==> config.mk <==
export PLATFORM = sky130hd
export DESIGN_NAME = fast_pmap_encoder
export DESIGN_NICKNAME = d
export VERILOG_FILES = /design/src/rtl/fast_pmap_encoder.sv
export SDC_FILE = /design/constraint.sdc
export NUM_CORES = 2
export LEC_CHECK = 0
export ABC_AREA = 1
export ABC_CLOCK_PERIOD_IN_PS = 8000
export CORE_AREA = 2 2 574 576
export DETAILED_ROUTE_END_ITERATION = 8
export DIE_AREA = 0 0 576 578
export GPL_TIMING_DRIVEN = 0
export PLACE_DENSITY_LB_ADDON = 0.2
export SLEW_MARGIN = 20
export SYNTH_ARGS = -nofsm -noshare
export SYNTH_HDL_FRONTEND = slang
export SYNTH_SLANG_ARGS = --single-unit
==> constraint.sdc <==
create_clock -name clk -period 8 [get_ports clk]
set_input_delay 2.4 -clock clk [delete_from_list [all_inputs] [get_ports clk]]
set_output_delay 2.4 -clock clk [all_outputs]
set_load 0.02 [all_outputs]
==> src/rtl/fast_pmap_encoder.sv <==
// FAST message encoder front end: classifies fields per operator, builds the stop-bit encoded
// presence map, emits dictionary write-backs and streams pmap bytes then field words.
module fast_pmap_encoder #(
  parameter int unsigned beat_width = 64,
  parameter int unsigned max_fields = 10,
  parameter int unsigned op_width   = 3
) (
  input  logic                          clk,
  input  logic                          rstn,
  input  logic                          start,
  input  logic [$clog2(max_fields+1)-1:0] num_fields,
  input  logic [op_width-1:0]           op         [max_fields],
  input  logic [beat_width-1:0]         value      [max_fields],
  input  logic [beat_width-1:0]         prev       [max_fields],
  input  logic [max_fields-1:0]         prev_valid,
  output logic                          out_valid,
  input  logic                          out_ready,
  output logic                          out_kind,
  output logic [$clog2(max_fields)-1:0] out_idx,
  output logic [beat_width-1:0]         out_data,
  output logic                          out_last,
  output logic                          dict_we,
  output logic [$clog2(max_fields)-1:0] dict_idx,
  output logic [beat_width-1:0]         dict_data,
  output logic                          busy,
  output logic                          done,
  output logic                          op_err
);

  localparam int unsigned NumW  = $clog2(max_fields + 1);
  localparam int unsigned IdxW  = $clog2(max_fields);
  localparam int unsigned PmapW = 7 * ((max_fields + 6) / 7);

  localparam logic [NumW-1:0]     MaxN    = NumW'(max_fields);
  localparam logic [PmapW-1:0]    PtrInit = {1'b1, {(PmapW-1){1'b0}}};
  localparam logic [op_width-1:0] OpNone  = op_width'(0);
  localparam logic [op_width-1:0] OpConst = op_width'(1);
  localparam logic [op_width-1:0] OpCopy  = op_width'(2);
  localparam logic [op_width-1:0] OpDflt  = op_width'(3);
  localparam logic [op_width-1:0] OpDelta = op_width'(4);
  localparam logic [op_width-1:0] OpIncr  = op_width'(5);
  localparam logic [op_width-1:0] OpTail  = op_width'(6);

  typedef enum logic [1:0] {StIdle, StScan, StPmap, StField} state_e;

  state_e                  state_q;
  logic [NumW-1:0]         n_q, pcnt_q, byte_q;
  logic [IdxW-1:0]         scan_idx_q;
  logic [op_width-1:0]     op_q    [max_fields];
  logic [beat_width-1:0]   val_q   [max_fields];
  logic [beat_width-1:0]   prev_q  [max_fields];
  logic [max_fields-1:0]   pv_q, emit_q;
  logic [PmapW-1:0]        pm_q, ptr_q;
  logic                    done_q, err_q;

  logic [NumW-1:0]         n_clamped;
  logic [op_width-1:0]     c_op;
  logic [beat_width-1:0]   c_val, c_prev, p_eff, emit_data;
  logic                    c_pv, uses_pbit, pbit, emit, upd, bad_op;
  logic                    last_scan, last_byte, last_field;
  logic [IdxW-1:0]         cur_idx;
  int unsigned             n_bytes;

  assign n_clamped = (num_fields > MaxN) ? MaxN : num_fields;
  assign last_scan = (NumW'(scan_idx_q) + NumW'(1)) == n_q;

  // Per-field operator decode for the field currently being scanned.
  always_comb begin
    c_op      = op_q[scan_idx_q];
    c_val     = val_q[scan_idx_q];
    c_prev    = prev_q[scan_idx_q];
    c_pv      = pv_q[scan_idx_q];
    p_eff     = c_pv ? c_prev : '0;
    uses_pbit = 1'b0;
    pbit      = 1'b0;
    emit      = 1'b0;
    upd       = 1'b0;
    bad_op    = 1'b0;
    emit_data = c_val;
    case (c_op)
      OpNone:  emit = 1'b1;
      OpConst: ;
      OpCopy, OpTail: begin
        uses_pbit = 1'b1;
        pbit      = !c_pv || (c_val != c_prev);
        emit      = pbit;
        upd       = pbit;
      end
      OpDflt: begin
        uses_pbit = 1'b1;
        pbit      = c_val != c_prev;
        emit      = pbit;
      end
      OpDelta: begin
        emit      = 1'b1;
        emit_data = c_val - p_eff;
        upd       = 1'b1;
      end
      OpIncr: begin
        uses_pbit = 1'b1;
        pbit      = !(c_pv && (c_val == c_prev + beat_width'(1)));
        emit      = pbit;
        upd       = 1'b1;
      end
      default: begin
        emit   = 1'b1;
        bad_op = 1'b1;
      end
    endcase
  end

  // Output side: pmap byte position and lowest remaining emitted field.
  always_comb begin
    n_bytes = (32'(pcnt_q) + 32'd6) / 32'd7;
    if (n_bytes == 0) n_bytes = 1;
    last_byte = (32'(byte_q) + 32'd1) >= n_bytes;
    cur_idx = '0;
    for (int i = max_fields - 1; i >= 0; i--) begin
      if (emit_q[i]) cur_idx = IdxW'(i);
    end
    last_field = (emit_q & (emit_q - {{(max_fields-1){1'b0}}, 1'b1})) == '0;
  end

  always_comb begin
    out_valid = 1'b0;
    out_kind  = 1'b0;
    out_idx   = '0;
    out_data  = '0;
    out_last  = 1'b0;
    if (state_q == StPmap) begin
      out_valid = 1'b1;
      out_data  = {{(beat_width-8){1'b0}}, last_byte, pm_q[PmapW-1 -: 7]};
      out_last  = last_byte && (emit_q == '0);
    end else if (state_q == StField) begin
      out_valid = 1'b1;
      out_kind  = 1'b1;
      out_idx   = cur_idx;
      out_data  = val_q[cur_idx];
      out_last  = last_field;
    end
  end

  assign dict_we   = (state_q == StScan) && upd;
  assign dict_idx  = dict_we ? scan_idx_q : '0;
  assign dict_data = dict_we ? c_val : '0;
  assign busy      = state_q != StIdle;
  assign done      = done_q;
  assign op_err    = err_q;

  always_ff @(posedge clk) begin
    if (!rstn) begin
      state_q    <= StIdle;
      n_q        <= '0;
      pcnt_q     <= '0;
      byte_q     <= '0;
      scan_idx_q <= '0;
      pv_q       <= '0;
      emit_q     <= '0;
      pm_q       <= '0;
      ptr_q      <= PtrInit;
      done_q     <= 1'b0;
      err_q      <= 1'b0;
      for (int i = 0; i < max_fields; i++) begin
        op_q[i]   <= '0;
        val_q[i]  <= '0;
        prev_q[i] <= '0;
      end
    end else begin
      done_q <= 1'b0;
      unique case (state_q)
        StIdle: if (start) begin
          op_q       <= op;
          val_q      <= value;
          prev_q     <= prev;
          pv_q       <= prev_valid;
          n_q        <= n_clamped;
          scan_idx_q <= '0;
          pcnt_q     <= '0;
          byte_q     <= '0;
          pm_q       <= '0;
          ptr_q      <= PtrInit;
          emit_q     <= '0;
          if (num_fields > MaxN) err_q <= 1'b1;
          state_q <= (n_clamped == '0) ? StPmap : StScan;
        end
        StScan: begin
          if (uses_pbit) begin
            if (pbit) pm_q <= pm_q | ptr_q;
            ptr_q  <= ptr_q >> 1;
            pcnt_q <= pcnt_q + NumW'(1);
          end
          if (emit) emit_q[scan_idx_q] <= 1'b1;
          // Field word payload replaces the snapshot (only differs for DELTA).
          val_q[scan_idx_q] <= emit_data;
          if (bad_op) err_q <= 1'b1;
          if (last_scan) state_q <= StPmap;
          else           scan_idx_q <= scan_idx_q + IdxW'(1);
        end
        StPmap: if (out_ready) begin
          pm_q   <= pm_q << 7;
          byte_q <= byte_q + NumW'(1);
          if (last_byte) begin
            if (emit_q != '0) begin
              state_q <= StField;
            end else begin
              state_q <= StIdle;
              done_q  <= 1'b1;
            end
          end
        end
        StField: if (out_ready) begin
          emit_q <= emit_q & (emit_q - {{(max_fields-1){1'b0}}, 1'b1});
          if (last_field) begin
            state_q <= StIdle;
            done_q  <= 1'b1;
          end
        end
        default: state_q <= StIdle;
      endcase
    end
  end

endmodule
==> run metrics <==
run status=finished with violations; failing checks=capacitance limit, slew limit, setup timing; post-synthesis cell area=between 80000 and 90000 µm²; first-pass GRT wire length=around 1100 mm; Starting Density=between 20% and 30%; crit path DAT=5.93 ns; final WL=approximately 850 mm; async set-or-reset flop fraction in the synthesized netlist=0%; Die ar.=approximately 330000 µm²; Comb power frac=between 60 and 70%; Post-Synthesis Cells=13000; Final period util=104%; setup_tns=-14.27 ns; CTS Buffer Depth=4; global route overflow=0; via-per-instance ratio=a little under 6; post-synthesis register bit count=1378; iteration count of the initial detailed-routing pass=7; reg-to-reg endpoint=val_q[56]; CP Max Fanout=11; Synth Area per Inst=just over 6 µm²; Yosys top cell area share=roughly a third; Worst-path clk slew=around 0.06 ns; Cells on Worst Hold Path=2; post-route design area=roughly 110000 µm²; pwr dens=459 nW/µm²; Detail Placement HPWL=between 600 and 700 mm; die width=around 580 µm; Area Growth Syn to Fin=41.0%; CTS tree=done; Slew HR=-6.04%; post-DR wirelength/cell=43.8 µm; vias in the first global route=~100k; PortBufs=approximately 1500; 1st-iter DRT viols=approximately 18000; Final Hold Violating Endpoints=0; vias=115000; syn nets=between 10000 and 15000; worst reg2reg startpoint=scan_idx_q[0]; CP Class=flop to output port; ANT nets after route=0; largest net degree at the start of global routing=20; synth warn=0; Startpoint Class=flop; CTS root buffer=clkbuf_16; Cell Rows=210; switch share=58.5%; Worst Skew=0.0993 ns; hold_sp=ptr_q[13]; CTS HTree Levels=4; final worst slack=-0.334 ns; Yosys top cell by area=dfxtp_1; Placer Congestion=roughly 1.1; CTS Buf Count=between 150 and 200; most common flop cell mapped by yosys=dfxtp_1; FF-to-FF path depth=27; power share of the sequential group=21.9%; Max Fclk=roughly 120 MHz; P_int=~22 mW; Clock Latency Late Sink=between 0.9 and 1 ns; all-layer global routing usage=between 40 and 50%; Hold EP=ptr_q[13]; register area share after synthesis=about a third; Critical Path RT=between 5 and 6 ns; layout cells sized above 1=under 10%; Final Max Tran Viols=2; residual DRC count=0; # IOs=around 1500; maximum ir drop on the vdd rail=roughly 0.26 mV; Cell variety after synth=60; antenna violations before repair=291; RSZ-0062 raised after global routing=true; Hold WC Path Type=flop to flop; Max Cap Viol=1; min Tclk post-route=between 8 and 9 ns; Synth area leaders=dfxtp_1 34%, nand2_1 13%, a21oi_1 11%; power share of the clock group=approximately 16%; core footprint=roughly 330000 µm²; Crit. End Element=output port; Worst Tran Pin Value=1.59 ns; worst reg2reg setup slack=-0.17 ns; net total in the final layout=approximately 16000; leak pwr=about 46 nW; Die Height=a little under 600 µm; EDFF count, synth=0; placed inst area=~100000 µm²; setup violators final=91; Net Sw Power=between 30 and 40 mW; CTS sink cnt=~1400
==> kinds of logic (layout without fill, tap and decap cells) <==
logic type	count (synthesis)	after routing	synth area share (%)
and+or+nand+nor	5409	5409	26.8
AOI/OAI and AO/OA	4133	4133	26.8
buffers and inverters	1896	3826	9.67
DFF	1378	1378	34.0
xor gates and xnor gates	117	117	1.26
adders and majority gates	84	84	1.31
muxes	6	6	0.0972
other	0	175	0
==> layout by cell type (no fill, tap or decap), drive strengths merged, types with 121 or more instances in the layout <==
cell type	instances
a21oi	1817
clkdlybuf4s50	1401
diode	175
nor2	1643
o21ai	1939
nand3	719
a221oi	121
buf	439
dfxtp	1378
clkbuf	949
nand2	2920
inv	874
==> flip-flops by register name (all words and copies together), names as in the netlist, 2 cells and up <==
signal,count
prev_q,640
val_q,640
op_q,30
pm_q,14
ptr_q,14
emit_q,10
pv_q,10
byte_q,4
n_q,4
pcnt_q,4
scan_idx_q,4
state_q,2
==> power groups by stage <==
stage               logic (mW)  clock network, mW  registers (mW)
global route              32.5               8.73            11.4
detailed placement        28.6                  0            11.4
CTS                       30.1               8.46            11.3
global placement          28.1                  0            11.4
finish                    32.4               8.60            11.5
floorplan                 13.6                  0            10.2
==> cell usage after synthesis, types with 5 or more instances <==
| cell type | number |
|---|---|
| o21ai_0 | 1798 |
| nor2_4 | 5 |
| inv_2 | 28 |
| nand3b_1 | 17 |
| buf_6 | 27 |
| a21o_1 | 7 |
| o21a_1 | 12 |
| a221oi_1 | 121 |
| mux2i_2 | 5 |
| o22ai_1 | 13 |
| a21boi_0 | 6 |
| dfxtp_1 | 1378 |
| clkbuf_1 | 687 |
| o211ai_1 | 72 |
| a31oi_1 | 87 |
| nor2_1 | 1615 |
| buf_4 | 90 |
| nand2_1 | 2915 |
| a32o_1 | 9 |
| nor2_2 | 23 |
| nand3_2 | 23 |
| clkinv_1 | 38 |
| nor3_1 | 36 |
| o21ai_1 | 132 |
| a221o_1 | 8 |
| xnor2_1 | 36 |
| inv_1 | 837 |
| ha_1 | 83 |
| o21ai_2 | 9 |
| nand4_1 | 50 |
| nor4_1 | 5 |
| nand3_1 | 696 |
| o221ai_1 | 8 |
| xor2_1 | 81 |
| buf_1 | 40 |
| a21oi_1 | 1816 |
| or2_2 | 6 |
| a22oi_1 | 7 |
| and2_1 | 7 |
| a211oi_1 | 11 |
| buf_2 | 148 |
==> critical path: stages, from the launching register on <==
cell,delay [ns]
dfxtp_1,0.41
ha_2,0.59
inv_1,0.15
nor2_1,0.19
inv_1,0.34
nor2_2,0.50
clkbuf_1,0.43
clkbuf_2,0.60
o21ai_0,0.22
o21ai_2,0.47
nand2_1,0.35
inv_1,0.13
clkdlybuf4s50_1,0.61
==> worst max path at each step <==
stage | from | endpoint | slack (ns) | cells past startpoint
4_1_cts | emit_q[9] | out_data[31] | -0.04 | 17
3_5_place_dp | scan_idx_q[1] | dict_data[43] | -2.23 | 22
2_1_floorplan | scan_idx_q[1] | dict_data[43] | 2.30 | 22
5_1_grt | emit_q[0] | out_data[35] | -0.07 | 14
6_report | state_q[1] | out_data[48] | -0.33 | 12
3_3_place_gp | scan_idx_q[0] | val_q[382] | -2.71 | 28
==> layer usage <==
layer	vias to the layer above	wire length [µm]	part of all wire, %	global-route usage [%]
met1	56000	319000	37	58.0
li1	47100	-	-	-
met5	-	857	0.10	1.93
met2	9543	332000	39	67.5
met4	104	88200	10	42.3
met3	2518	113000	13	20.2
==> cell type report <==
cell class                 instances  area, µm²
clock buffer                     262       5180
clock inverter                    59        673
sequential                      1378      27600
multi-input combinational       9749      48300
buffer                           987       6670
tap                             4346       5440
antenna                          175        438
timing repair buffer            1614      16700
inverter                         904       3420
fill                           36100     212000
==> metrics by stage <==
step / util, % / setup slack (ns) / total power [mW] / cells / hold slack (ns)
after floorplan: - / 2.30 / 23.8 / 13000 / 0.419
after global placement: 31.0 / -2.71 / 39.5 / 18800 / 0.432
after detailed placement: 31.4 / -2.23 / 40.0 / 18900 / 0.438
after CTS: 34.6 / -0.0399 / 49.8 / 19300 / 0.451
after global routing: 35.0 / -0.0685 / 52.6 / 19400 / 0.461
final: 35.0 / -0.334 / 52.4 / 19500 / 0.451
==> what timing repair did <==
item                       in CTS  in global routing
setup endpoints to repair     587                216
pin swaps                      72                 31
hold buffers                    0                  0
buffers inserted               66                 24
resized for setup             982                179
(Power assumes the default switching activity.)
